$ cat src/rtl/div_seq.sv
// div_seq: multi-cycle radix-2 restoring divider for the EX stage.
// It handles signed (DIV) and unsigned (DIVU) division. The result is
// {remainder, quotient}, and the remainder takes the sign of the dividend.
// The engine works on magnitudes and applies the sign fix on the last
// iteration. Every output is a register.
module div_seq #(
    parameter int DATA_W = 32,
    parameter int CNT_W  = 6
) (
    input  logic                  clk,
    input  logic                  rst,
    input  logic                  signed_i,
    input  logic [DATA_W-1:0]     op1_i,
    input  logic [DATA_W-1:0]     op2_i,
    input  logic                  start_i,
    input  logic                  annul_i,
    output logic [2*DATA_W-1:0]   result_o,
    output logic                  ready_o,
    output logic                  busy_o
);

    typedef enum logic [1:0] {
        IDLE   = 2'd0,
        BYZERO = 2'd1,
        RUN    = 2'd2,
        DONE   = 2'd3
    } state_t;

    localparam logic [CNT_W-1:0] LAST_CNT = CNT_W'(DATA_W);

    state_t                state_q;
    logic [CNT_W-1:0]      cnt_q;
    logic                  sgn_q;      // latched signed_i
    logic                  neg1_q;     // dividend was negative
    logic                  neg2_q;     // divisor was negative
    logic [DATA_W-1:0]     d_q;        // |divisor|
    logic [DATA_W-1:0]     q_q;        // shifting dividend / quotient
    logic [DATA_W:0]       r_q;        // partial remainder

    logic [DATA_W:0]       shift_r;
    logic signed [DATA_W:0] trial;
    logic [DATA_W:0]       r_nx;
    logic [DATA_W-1:0]     q_nx;
    logic [CNT_W-1:0]      cnt_nx;
    logic [DATA_W-1:0]     quo_fix;
    logic [DATA_W-1:0]     rem_fix;

    // Two's complement negation; wraps 0x80..0 onto itself.
    function automatic logic [DATA_W-1:0] negate(input logic [DATA_W-1:0] x);
        return (~x) + DATA_W'(1);
    endfunction

    // Magnitude of an operand: negated only when signed and negative.
    function automatic logic [DATA_W-1:0] abs_val(input logic [DATA_W-1:0] x,
                                                  input logic              sgn);
        return (sgn && x[DATA_W-1]) ? negate(x) : x;
    endfunction

    // One restoring iteration plus the sign-corrected result of that iteration.
    always_comb begin
        shift_r = {r_q[DATA_W-1:0], q_q[DATA_W-1]};
        trial   = $signed(shift_r) - $signed({1'b0, d_q});
        if (!trial[DATA_W]) begin
            r_nx = trial;
            q_nx = {q_q[DATA_W-2:0], 1'b1};
        end else begin
            r_nx = shift_r;
            q_nx = {q_q[DATA_W-2:0], 1'b0};
        end
        cnt_nx  = cnt_q + CNT_W'(1);
        quo_fix = (sgn_q && (neg1_q ^ neg2_q)) ? negate(q_nx) : q_nx;
        rem_fix = (sgn_q && neg1_q) ? negate(r_nx[DATA_W-1:0]) : r_nx[DATA_W-1:0];
    end

    // Sequencing FSM with datapath registers and registered outputs.
    always_ff @(posedge clk or negedge rst) begin
        if (!rst) begin
            state_q  <= IDLE;
            cnt_q    <= '0;
            sgn_q    <= 1'b0;
            neg1_q   <= 1'b0;
            neg2_q   <= 1'b0;
            d_q      <= '0;
            q_q      <= '0;
            r_q      <= '0;
            result_o <= '0;
            ready_o  <= 1'b0;
            busy_o   <= 1'b0;
        end else begin
            case (state_q)
                IDLE: begin
                    ready_o  <= 1'b0;
                    result_o <= '0;
                    if (start_i && !annul_i) begin
                        sgn_q  <= signed_i;
                        neg1_q <= op1_i[DATA_W-1];
                        neg2_q <= op2_i[DATA_W-1];
                        busy_o <= 1'b1;
                        if (op2_i == '0) begin
                            state_q <= BYZERO;
                        end else begin
                            d_q     <= abs_val(op2_i, signed_i);
                            q_q     <= abs_val(op1_i, signed_i);
                            r_q     <= '0;
                            cnt_q   <= '0;
                            state_q <= RUN;
                        end
                    end else begin
                        busy_o <= 1'b0;
                    end
                end
                BYZERO: begin
                    busy_o <= 1'b0;
                    if (annul_i) begin
                        state_q <= IDLE;
                    end else begin
                        result_o <= '0;
                        ready_o  <= 1'b1;
                        state_q  <= DONE;
                    end
                end
                RUN: begin
                    if (annul_i) begin
                        cnt_q   <= '0;
                        busy_o  <= 1'b0;
                        state_q <= IDLE;
                    end else begin
                        r_q   <= r_nx;
                        q_q   <= q_nx;
                        cnt_q <= cnt_nx;
                        if (cnt_nx == LAST_CNT) begin
                            result_o <= {rem_fix, quo_fix};
                            ready_o  <= 1'b1;
                            busy_o   <= 1'b0;
                            state_q  <= DONE;
                        end
                    end
                end
                DONE: begin
                    if (!start_i) begin
                        result_o <= '0;
                        ready_o  <= 1'b0;
                        state_q  <= IDLE;
                    end
                end
                default: begin
                    state_q <= IDLE;
                end
            endcase
        end
    end

endmodule

$ cat config.mk
export PLATFORM = sky130hd
export DESIGN_NAME = div_seq
export DESIGN_NICKNAME = d
export VERILOG_FILES = /design/src/rtl/div_seq.sv
export SDC_FILE = /design/constraint.sdc
export NUM_CORES = 1
export LEC_CHECK = 0
export BUFFER_PORTS_ARGS = -buffer_cell sky130_fd_sc_hd__buf_2
export CORE_ASPECT_RATIO = 0.7
export CORE_MARGIN = 5
export CORE_UTILIZATION = 50
export DETAILED_ROUTE_END_ITERATION = 8
export PLACE_DENSITY = 0.8
export SLEW_MARGIN = 30
export SYNTH_ARGS = -nofsm -noshare
export SYNTH_HDL_FRONTEND = slang
export SYNTH_SLANG_ARGS = --single-unit
$ cat constraint.sdc
create_clock -name clk -period 7.2 [get_ports clk]
set_clock_uncertainty 0.2 [all_clocks]
set_input_delay 0.72 -clock clk [delete_from_list [all_inputs] [get_ports clk]]
set_output_delay 0.72 -clock clk [all_outputs]
set_load 0.01 [all_outputs]
==> results of run 1 <==
==> sequential cells by signal, indices dropped and copies added, names as in the netlist <==
signal	cells
state_q	2
d_q	32
sgn_q	1
neg2_q	1
result_o	64
neg1_q	1
q_q	32
r_q	32
busy_o	1
cnt_q	6
ready_o	1
==> final timing paths <==
| kind | start | end | slack (ns) |
|---|---|---|---|
| max | q_q[31] | result_o[60] | 1.70 |
| max reg2reg | q_q[31] | result_o[60] | 1.70 |
| min reg2reg | result_o[18] | result_o[18] | 0.28 |
| max in group asynchronous | rst | d_q[0] | 5.43 |
| min | rst | result_o[62] | 0.14 |
| min in group clk | result_o[18] | result_o[18] | 0.28 |
==> per-stage QoR <==
| step | utilization [%] | hold slack (ns) | cells |
|---|---|---|---|
| after detailed placement | 53.8 | 0.266 | 1934 |
| after global placement | 53.8 | 0.256 | 1934 |
| after global routing | 56.2 | 0.222 | 1965 |
| after floorplan | - | 0.224 | 1552 |
| final | 56.2 | 0.143 | 1965 |
| after CTS | 56.1 | 0.235 | 1965 |
==> power groups by stage <==
stage | clock network [mW] | logic (mW) | registers, mW
3_3_place_gp | 0 | 4.97 | 1.73
5_1_grt | 0.973 | 5.72 | 1.79
6_report | 0.914 | 5.23 | 1.75
2_1_floorplan | 0 | 3.78 | 1.67
4_1_cts | 0.924 | 5.10 | 1.73
3_5_place_dp | 0 | 5.05 | 1.74
==> kinds of logic (layout without fill, tap and decap cells) <==
family | Yosys count | count (layout) | share of synthesized area, %
AND/OR/NAND/NOR | 556 | 556 | 21.2
AO/OA/AOI/OAI | 482 | 482 | 23.4
flip-flops | 173 | 173 | 34.7
buffers and inverters | 139 | 227 | 4.82
XOR/XNOR | 132 | 132 | 9.32
adder cells (fa/ha/maj) | 42 | 42 | 4.27
multiplexers | 28 | 28 | 2.30
==> final cells by class <==
type | instances | share of cell area, %
Multi-Input combinational cell | 1240 | 54.9
Timing Repair Buffer | 142 | 5.37
Tap cell | 325 | 2.94
Clock buffer | 21 | 3.18
Clock inverter | 10 | 0.850
Inverter | 54 | 1.47
Sequential cell | 173 | 31.3
==> critical path, stage by stage, from the launching register on <==
cell	delay [ns]
dfrtp_1	0.40
inv_1	0.08
ha_1	0.18
fa_1	0.27
nor2b_4	0.06
o31a_4	0.31
o21ai_2	0.30
o21ai_1	0.19
a21oi_2	0.27
xnor2_4	0.15
inv_2	0.29
buf_4	0.32
a21oi_1	0.25
ha_1	0.35
nand3_1	0.14
or3_1	0.35
nor2_1	0.10
mux2i_1	0.12
and4b_2	0.38
nand4_2	0.17
a2111o_1	0.45
nand3_1	0.08
==> layer usage <==
layer / share of wire (%) / vias up / track usage (%)
li1: - / 5671 / -
met1: 46 / 5684 / 41.2
met2: 42 / 610 / 38.3
met3: 10 / 56 / 7.64
met4: 1.8 / 4 / 5.54
met5: 0.071 / - / 0
==> cells in the final DEF, fill, tap and decap left out, types with 8 or more instances in the layout <==
master	netlist	final
and2_1	14	14
o41ai_1	11	11
buf_2	22	133
o21ai_0	143	143
o21a_1	8	8
dfrtp_1	173	173
nor4_1	16	16
a21oi_1	123	123
xor2_1	79	79
xnor2_1	52	52
inv_1	53	53
o31ai_1	41	41
and3_1	13	13
nor3_1	30	30
mux2i_1	23	23
nand3_1	31	31
a21o_1	11	11
nor2_1	117	116
clkbuf_16	0	17
nand4_1	9	9
nand2b_1	14	14
or4_1	12	12
a31oi_1	13	13
nand2_1	241	240
ha_1	41	40
or3_1	23	23
o21ai_1	58	57
==> metrics, run 1 <==
status complete, no violations; Pleak 6.12 nW; worst slew pin tran approximately 0.93 ns; fmax 182 MHz; Final Cell Area 13800 µm²; Max VDD drop roughly 0.29 mV; TritonCTS clock tree built; first-pass GRT wire length 61100 µm; average wire per standard cell 19.4 µm; Post-CTS Setup Bufs 0; antenna violations before repair 2; ys flop type dfrtp_1; root buffer cell clkbuf_16; register bit total from synthesis 173; Synth area leader dfrtp_1; clk sink count roughly 170; Pre-Repair DR Iteration Count 5; relative slew slack between 30% and 40%; gr ovfl total 0; Die Span X 199 µm; dpl hpwl 28500 µm; Combinational Power Share between 60% and 70%; top cell type's share of synthesized area 34.7%; synth top area cells dfrtp_1 (35%), nand2_1 (7.2%), o21ai_0 (5.7%); Design Power between 7 and 8 mW; Setup violations, final 0; Initial Util 50.7%; reported net switching power 4.23 mW; asr flop ratio synth 100%; Syn Nets 1663; syn avg cell area about 8 µm²; crit path launch type flip-flop; Max FO, Critical Path 37; Cell variety after synth 87; Placed Area 13300 µm²; Final Critical Period 5.50 ns; post-CTS sizing 0; I/O pin count 135; Iter 0 DRT Violations between 1000 and 1500; clk slew on worst S/H paths 0.07 ns; CTS Buf Count 17; DIE AREA 28300 µm²; crit path capture type flip-flop; GP Congestion 1.00; Worst Path Class, Setup reg -> reg; sequential area share after synthesis 34.7%; Synth Warn # 0; Seq pwr share 22.1%; Hold Crit Class in -> async; cell with the most instances after synthesis nand2_1; Final Max Tran Viols 0; H-tree levels 4; worst skew pair latency approximately 0.44 ns; Port Buffers 134; pwr dens ~570 nW/µm²; layout cells sized above 1 13.2%; final setup margin around 1.7 ns; setup TNS 0 ns; Via density slightly above 6; final hold violations 0; fin crit share 76.3%; Synth Cell Area approximately 12000 µm²; CP arrival 5.66 ns; core area 24600 µm²; Post-DRT Antenna Nets 0; via count 12000; vias in the first global route 11200; Max-Cap Viols 0; Total Wirelength 38100 µm; largest net degree at the start of global routing 102; row cnt 48; sequential cell area 4330 µm²; post-placement setup slack approximately 1.8 ns; required time of the critical path 7.37 ns; synthesized instance count 1552; Die Ht 142 µm; fill count 2270; antenna cells 0; clock power share 11.6%; clk buf depth 2; Int Power 3.67 mW; Area Overhead vs Synth 10.8%; Synth top cells by count nand2_1 (241), dfrtp_1 (173), o21ai_0 (143), a21oi_1 (123), nor2_1 (117); gr usage total 27.0%; DRC 0; Net Sw Frac 53.6%; number of flops mapped to enable cells by yosys 0; Post-CTS Hold Buffers 0; Multi-input gate area roughly 7600 µm²; reg2reg path depth 21; RSZ-0062 raised after global routing false; Final nets 1739
(Power assumes the default switching activity.)
==> inputs of run 2 (changes only) <==
==> constraint.sdc (replaced) <==
create_clock -name clk -period 5.3 [get_ports clk]
set_clock_uncertainty 0.2 [all_clocks]
set_input_delay 0.53 -clock clk [delete_from_list [all_inputs] [get_ports clk]]
set_output_delay 0.53 -clock clk [all_outputs]
set_load 0.01 [all_outputs]
==> metrics, run 2 (synthesized netlist as in run 1, its figures left out) <==
pwr dens approximately 770 nW/µm²; status complete, no violations; antenna cells 0; worst skew pair latency 0.45 ns; Final Critical Period 4.89 ns; Pre-Repair DR Iteration Count 6; H-tree levels 4; Hold Crit Class in -> reg; post-placement setup slack 0.330 ns; fmax 204 MHz; Port Buffers 134; GP Congestion 0.989; WHS just under 0.2 ns; reg2reg path depth 18; reg-to-reg startpoint r_q[10]; Post-CTS Setup Bufs 0; crit path capture type flip-flop; relative slew slack 37.4%; Initial Util between 50 and 60%; dpl hpwl 29500 µm; reg-to-reg slack, setup 0.41 ns; crit path from r_q[10]; via count 12000; Max FO, Critical Path 10; Placed Area 13300 µm²; vias in the first global route 11100; Post-DRT Antenna Nets 0; Via density 6.08; Die Ht 142 µm; average wire per standard cell ~20 µm; fill count 2211; final setup margin ~0.4 ns; RSZ-0062 raised after global routing false; Max-Cap Viols 0; worst hold stages 2; Setup violations, final 0; max reg flops 64; fin crit share between 90% and 100%; final hold violations 0; TritonCTS clock tree built; DIE AREA 28300 µm²; required time of the critical path 5.47 ns; clk sink count between 150 and 200; Most flops, register result_o; antenna violations before repair 1; Final Max Tran Viols 0; I/O pin count 135; most common cell after layout, fill and taps aside nand2_1; Setup crit end result_o[60]; setup TNS 0 ns; layout cells sized above 1 between 10% and 20%; Worst Path Class, Setup reg -> reg; CP arrival 5.07 ns; crit path launch type flip-flop; root buffer cell clkbuf_16; largest net degree at the start of global routing 82; Iter 0 DRT Violations roughly 1300; worst slew pin tran 0.937 ns; CTS Buf Count 17; clk buf depth 2; Final Cell Area 13900 µm²; Max VDD drop 0.376 mV; Pleak 6.17 nW; clk slew on worst S/H paths approximately 0.07 ns; gr usage total a little over a quarter; Final nets 1748; DRC 0; Total Wirelength 38400 µm; commonest non-fill, non-tap cells in the layout nand2_1 (241), dfrtp_1 (173), o21ai_0 (143); Area Overhead vs Synth 11.4%; core area approximately 25000 µm²; first-pass GRT wire length 61600 µm; R2R Path End result_o[60]; Die Span X 199 µm; row cnt 48; gr ovfl total 0
run 2: cell types whose count changed in the layout (fill, tap and decap cells not counted), sizes merged:
cell | before | now
inv | 55 | 62
clkinv | 6 | 5
clkbuf | 22 | 18
dlygate4sd3 | 0 | 1
buf | 141 | 150
bufinv | 2 | 1
clkinvlp | 1 | 0
run 2: routing by layer:
layer	wire length [µm]	global-route usage, %
met1	18400	42.9
met2	15800	37.9
met3	3630	6.74
met4	550	6.08
met5	20	0
run 2: timing repair:
action | CTS | global route
hold endpoints to repair | 73 | 0
setup endpoints to repair | 0 | 7
hold buffers | 1 | 0
resized for setup | 0 | 3
run 2: stage by stage:
step | power [mW] | cells | utilization (%)
2_1_floorplan | 7.41 | 1552 | -
3_3_place_gp | 9.17 | 1942 | 54.1
3_5_place_dp | 9.29 | 1942 | 54.1
4_1_cts | 10.6 | 1975 | 56.4
5_1_grt | 11.6 | 1975 | 56.5
6_report | 10.8 | 1975 | 56.5
run 2: report_power, final:
part | internal, mW | switching (mW)
Sequential | 1.84 | 0.526
Combinational | 2.49 | 4.64
Clock | 0.671 | 0.581
run 2: cell type report:
cell class,count,area (µm²),area share (%)
Timing Repair Buffer,151,807,5.80
Clock buffer,18,439,3.16
Sequential cell,173,4330,31.1
Inverter,54,203,1.46
Multi-Input combinational cell,1240,7590,54.6
Tap cell,325,407,2.92
Clock inverter,14,130,0.936
run 2: worst min-delay path by stage:
| stage | startpoint | end | slack (ns) |
|---|---|---|---|
| finish | op1_i[31] | neg1_q | 0.20 |
| global route | op1_i[31] | neg1_q | 0.19 |
| CTS | op1_i[31] | neg1_q | 0.17 |
| detailed placement | result_o[8] | result_o[8] | 0.27 |
| global placement | result_o[8] | result_o[8] | 0.26 |
| floorplan | rst | busy_o | 0.03 |
run 2: worst max-delay path: stages (launching register included):
cell and delay (ns):
dfrtp_1 0.46, ha_1 0.51, and3_1 0.34, nand4_1 0.20
o21ai_2 0.32, a21oi_2 0.16, xnor2_4 0.16, inv_2 0.17
nor2_1 0.07, a21oi_1 0.22, ha_1 0.24, nand3_1 0.11
or3_1 0.35, nor2_1 0.09, mux2i_1 0.13, and4b_2 0.40
nand4_2 0.16, a2111o_1 0.46, nand3_1 0.07
==> inputs of run 3 (changes only) <==
--- a/config.mk
+++ b/config.mk
@@ -7,7 +7,7 @@
 export LEC_CHECK = 0
 export BUFFER_PORTS_ARGS = -buffer_cell sky130_fd_sc_hd__buf_2
 export CORE_ASPECT_RATIO = 0.7
-export CORE_MARGIN = 5
+export CORE_MARGIN = 10
 export CORE_UTILIZATION = 50
 export DETAILED_ROUTE_END_ITERATION = 8
 export PLACE_DENSITY = 0.8
==> metrics, run 3 (synthesized netlist as in run 1, its figures left out) <==
RSZ-0062 raised after global routing false; crit path capture type flip-flop; required time of the critical path 5.43 ns; reported net switching power 5.73 mW; status complete, no violations; Most flops, register result_o; Worst Path Class, Setup reg -> reg; largest net degree at the start of global routing 94; core area 24600 µm²; R2R Path End result_o[28]; clock power share 12.3%; antenna cells 0; Post-DRT Antenna Nets 0; Setup violations, final 0; Largest stage delay, worst path approximately 0.52 ns; layout cells sized above 1 13.9%; Combinational Power Share 65.8%; Initial Util 50.7%; commonest non-fill, non-tap cells in the layout nand2_1 (241), dfrtp_1 (173), o21ai_0 (143); I/O pin count between 100 and 150; most common cell after layout, fill and taps aside nand2_1; via count about 12000; Placed Area about 13000 µm²; clk sink count 173; clk buf depth 2; Hold Crit Class in -> reg; Pre-Repair DR Iteration Count 5; Max VDD drop 0.383 mV; reg-to-reg slack, setup 0.29 ns; hold-critical path endpoint d_q[1]; Port Buffers 134; CTS Buf Count 17; dpl hpwl 29800 µm; GP Congestion between 0.9 and 1; Die Span X 209 µm; TritonCTS clock tree built; post-placement setup slack about 0.36 ns; antenna violations before repair 2; Pleak 6.20 nW; CP arrival between 5 and 6 ns; first-pass GRT wire length 61400 µm; gr usage total 23.6%; reg2reg path depth 17; max reg flops 64; Int Power 5.13 mW; Max FO, Critical Path 12; Total Wirelength 38600 µm; reg-to-reg startpoint r_q[9]; setup TNS 0 ns; row cnt 48; vias in the first global route 11100; DIE AREA 31800 µm²; fmax 200 MHz; Worst path slowest cell ha_1; Final Cell Area 14000 µm²; average wire per standard cell approximately 20 µm; Min-Delay Startpoint op2_i[1]; Multi-input gate area 7590 µm²; Final Critical Period 5.01 ns; crit path cell chain ha_1, and2_1, nand4_1, o21ai_2, a21oi_2, xnor2_4, inv_2, ha_1, nand3b_1, or2_2, or3_1, or2_2, nor4_1, inv_1, o21ai_1, xor2_1, o21ai_1; root buffer cell clkbuf_16; pwr dens roughly 780 nW/µm²; crit path launch type flip-flop; Final Max Tran Viols 0; Final nets around 1700; Max-Cap Viols 0; WHS 0.193 ns; DRC 0; Net Sw Frac 52.8%; fill count 2218; fin crit share 94.6%; Design Power 10.9 mW; worst hold stages 3; Seq pwr share 21.8%; Via density 6.05; Die Ht 152 µm; Area Overhead vs Synth 12.0%; Iter 0 DRT Violations 1307; gr ovfl total 0; relative slew slack 37.7%; sequential cell area between 4000 and 5000 µm²; final hold violations 0; clk slew on worst S/H paths 0.07 ns; worst slew pin tran 0.928 ns; final setup margin 0.289 ns; worst skew pair latency 0.45 ns; H-tree levels 4
==> run 3: worst max path at each step <==
stage,start,to
after floorplan,q_q[31],result_o[28]
after global placement,r_q[9],result_o[28]
after detailed placement,r_q[9],result_o[28]
after CTS,r_q[9],result_o[28]
after global routing,r_q[9],result_o[60]
final,r_q[9],result_o[28]
==> run 3: metrics by stage <==
| stage | utilization (%) | instances |
|---|---|---|
| after floorplan | - | 1552 |
| after global placement | 54.2 | 1941 |
| after detailed placement | 54.2 | 1941 |
| after CTS | 56.7 | 1973 |
| after global routing | 56.8 | 1973 |
| final | 56.8 | 1973 |
==> run 3: power by group through the flow <==
stage,Sequential (mW),Clock (mW),Combinational [mW]
2_1_floorplan,2.28,0,5.14
3_3_place_gp,2.36,0,6.86
3_5_place_dp,2.37,0,6.95
4_1_cts,2.35,1.35,7.00
5_1_grt,2.43,1.40,7.84
6_report,2.37,1.34,7.15
==> run 3: cell type report <==
cell class	instances	share of cell area, %
well taps	325	2.91
inverters	54	1.45
clock inverters	12	1.15
multi-input cells	1240	54.3
repair buffers	150	5.99
clock buffers	19	3.24
flip-flops and latches	173	31.0
==> run 3: layer usage <==
| metal | track usage (%) | up-vias | wire length [µm] |
|---|---|---|---|
| li1 | - | 5689 | - |
| met1 | 35.5 | 5668 | 18200 |
| met2 | 32.9 | 527 | 16000 |
| met3 | 5.71 | 54 | 3750 |
| met4 | 5.43 | 4 | 532 |
| met5 | 0 | - | 32 |
==> run 3: critical path: cells and delay by family (launching register included) <==
kind / cells / cell delay (ns)
AND/OR/NAND/NOR: 7 / 2.13
AO/OA/AOI/OAI: 4 / 0.73
flip-flops: 1 / 0.47
adder cells (fa/ha/maj): 2 / 0.75
XOR/XNOR: 2 / 0.34
buffers and inverters: 2 / 0.27
==> run 3: what timing repair did <==
item,in CTS,in global routing
hold buffers,1,0
endpoints found under the setup margin,0,5
setup buffers,0,0
gates resized for setup,0,1
hold endpoints to repair,32,0
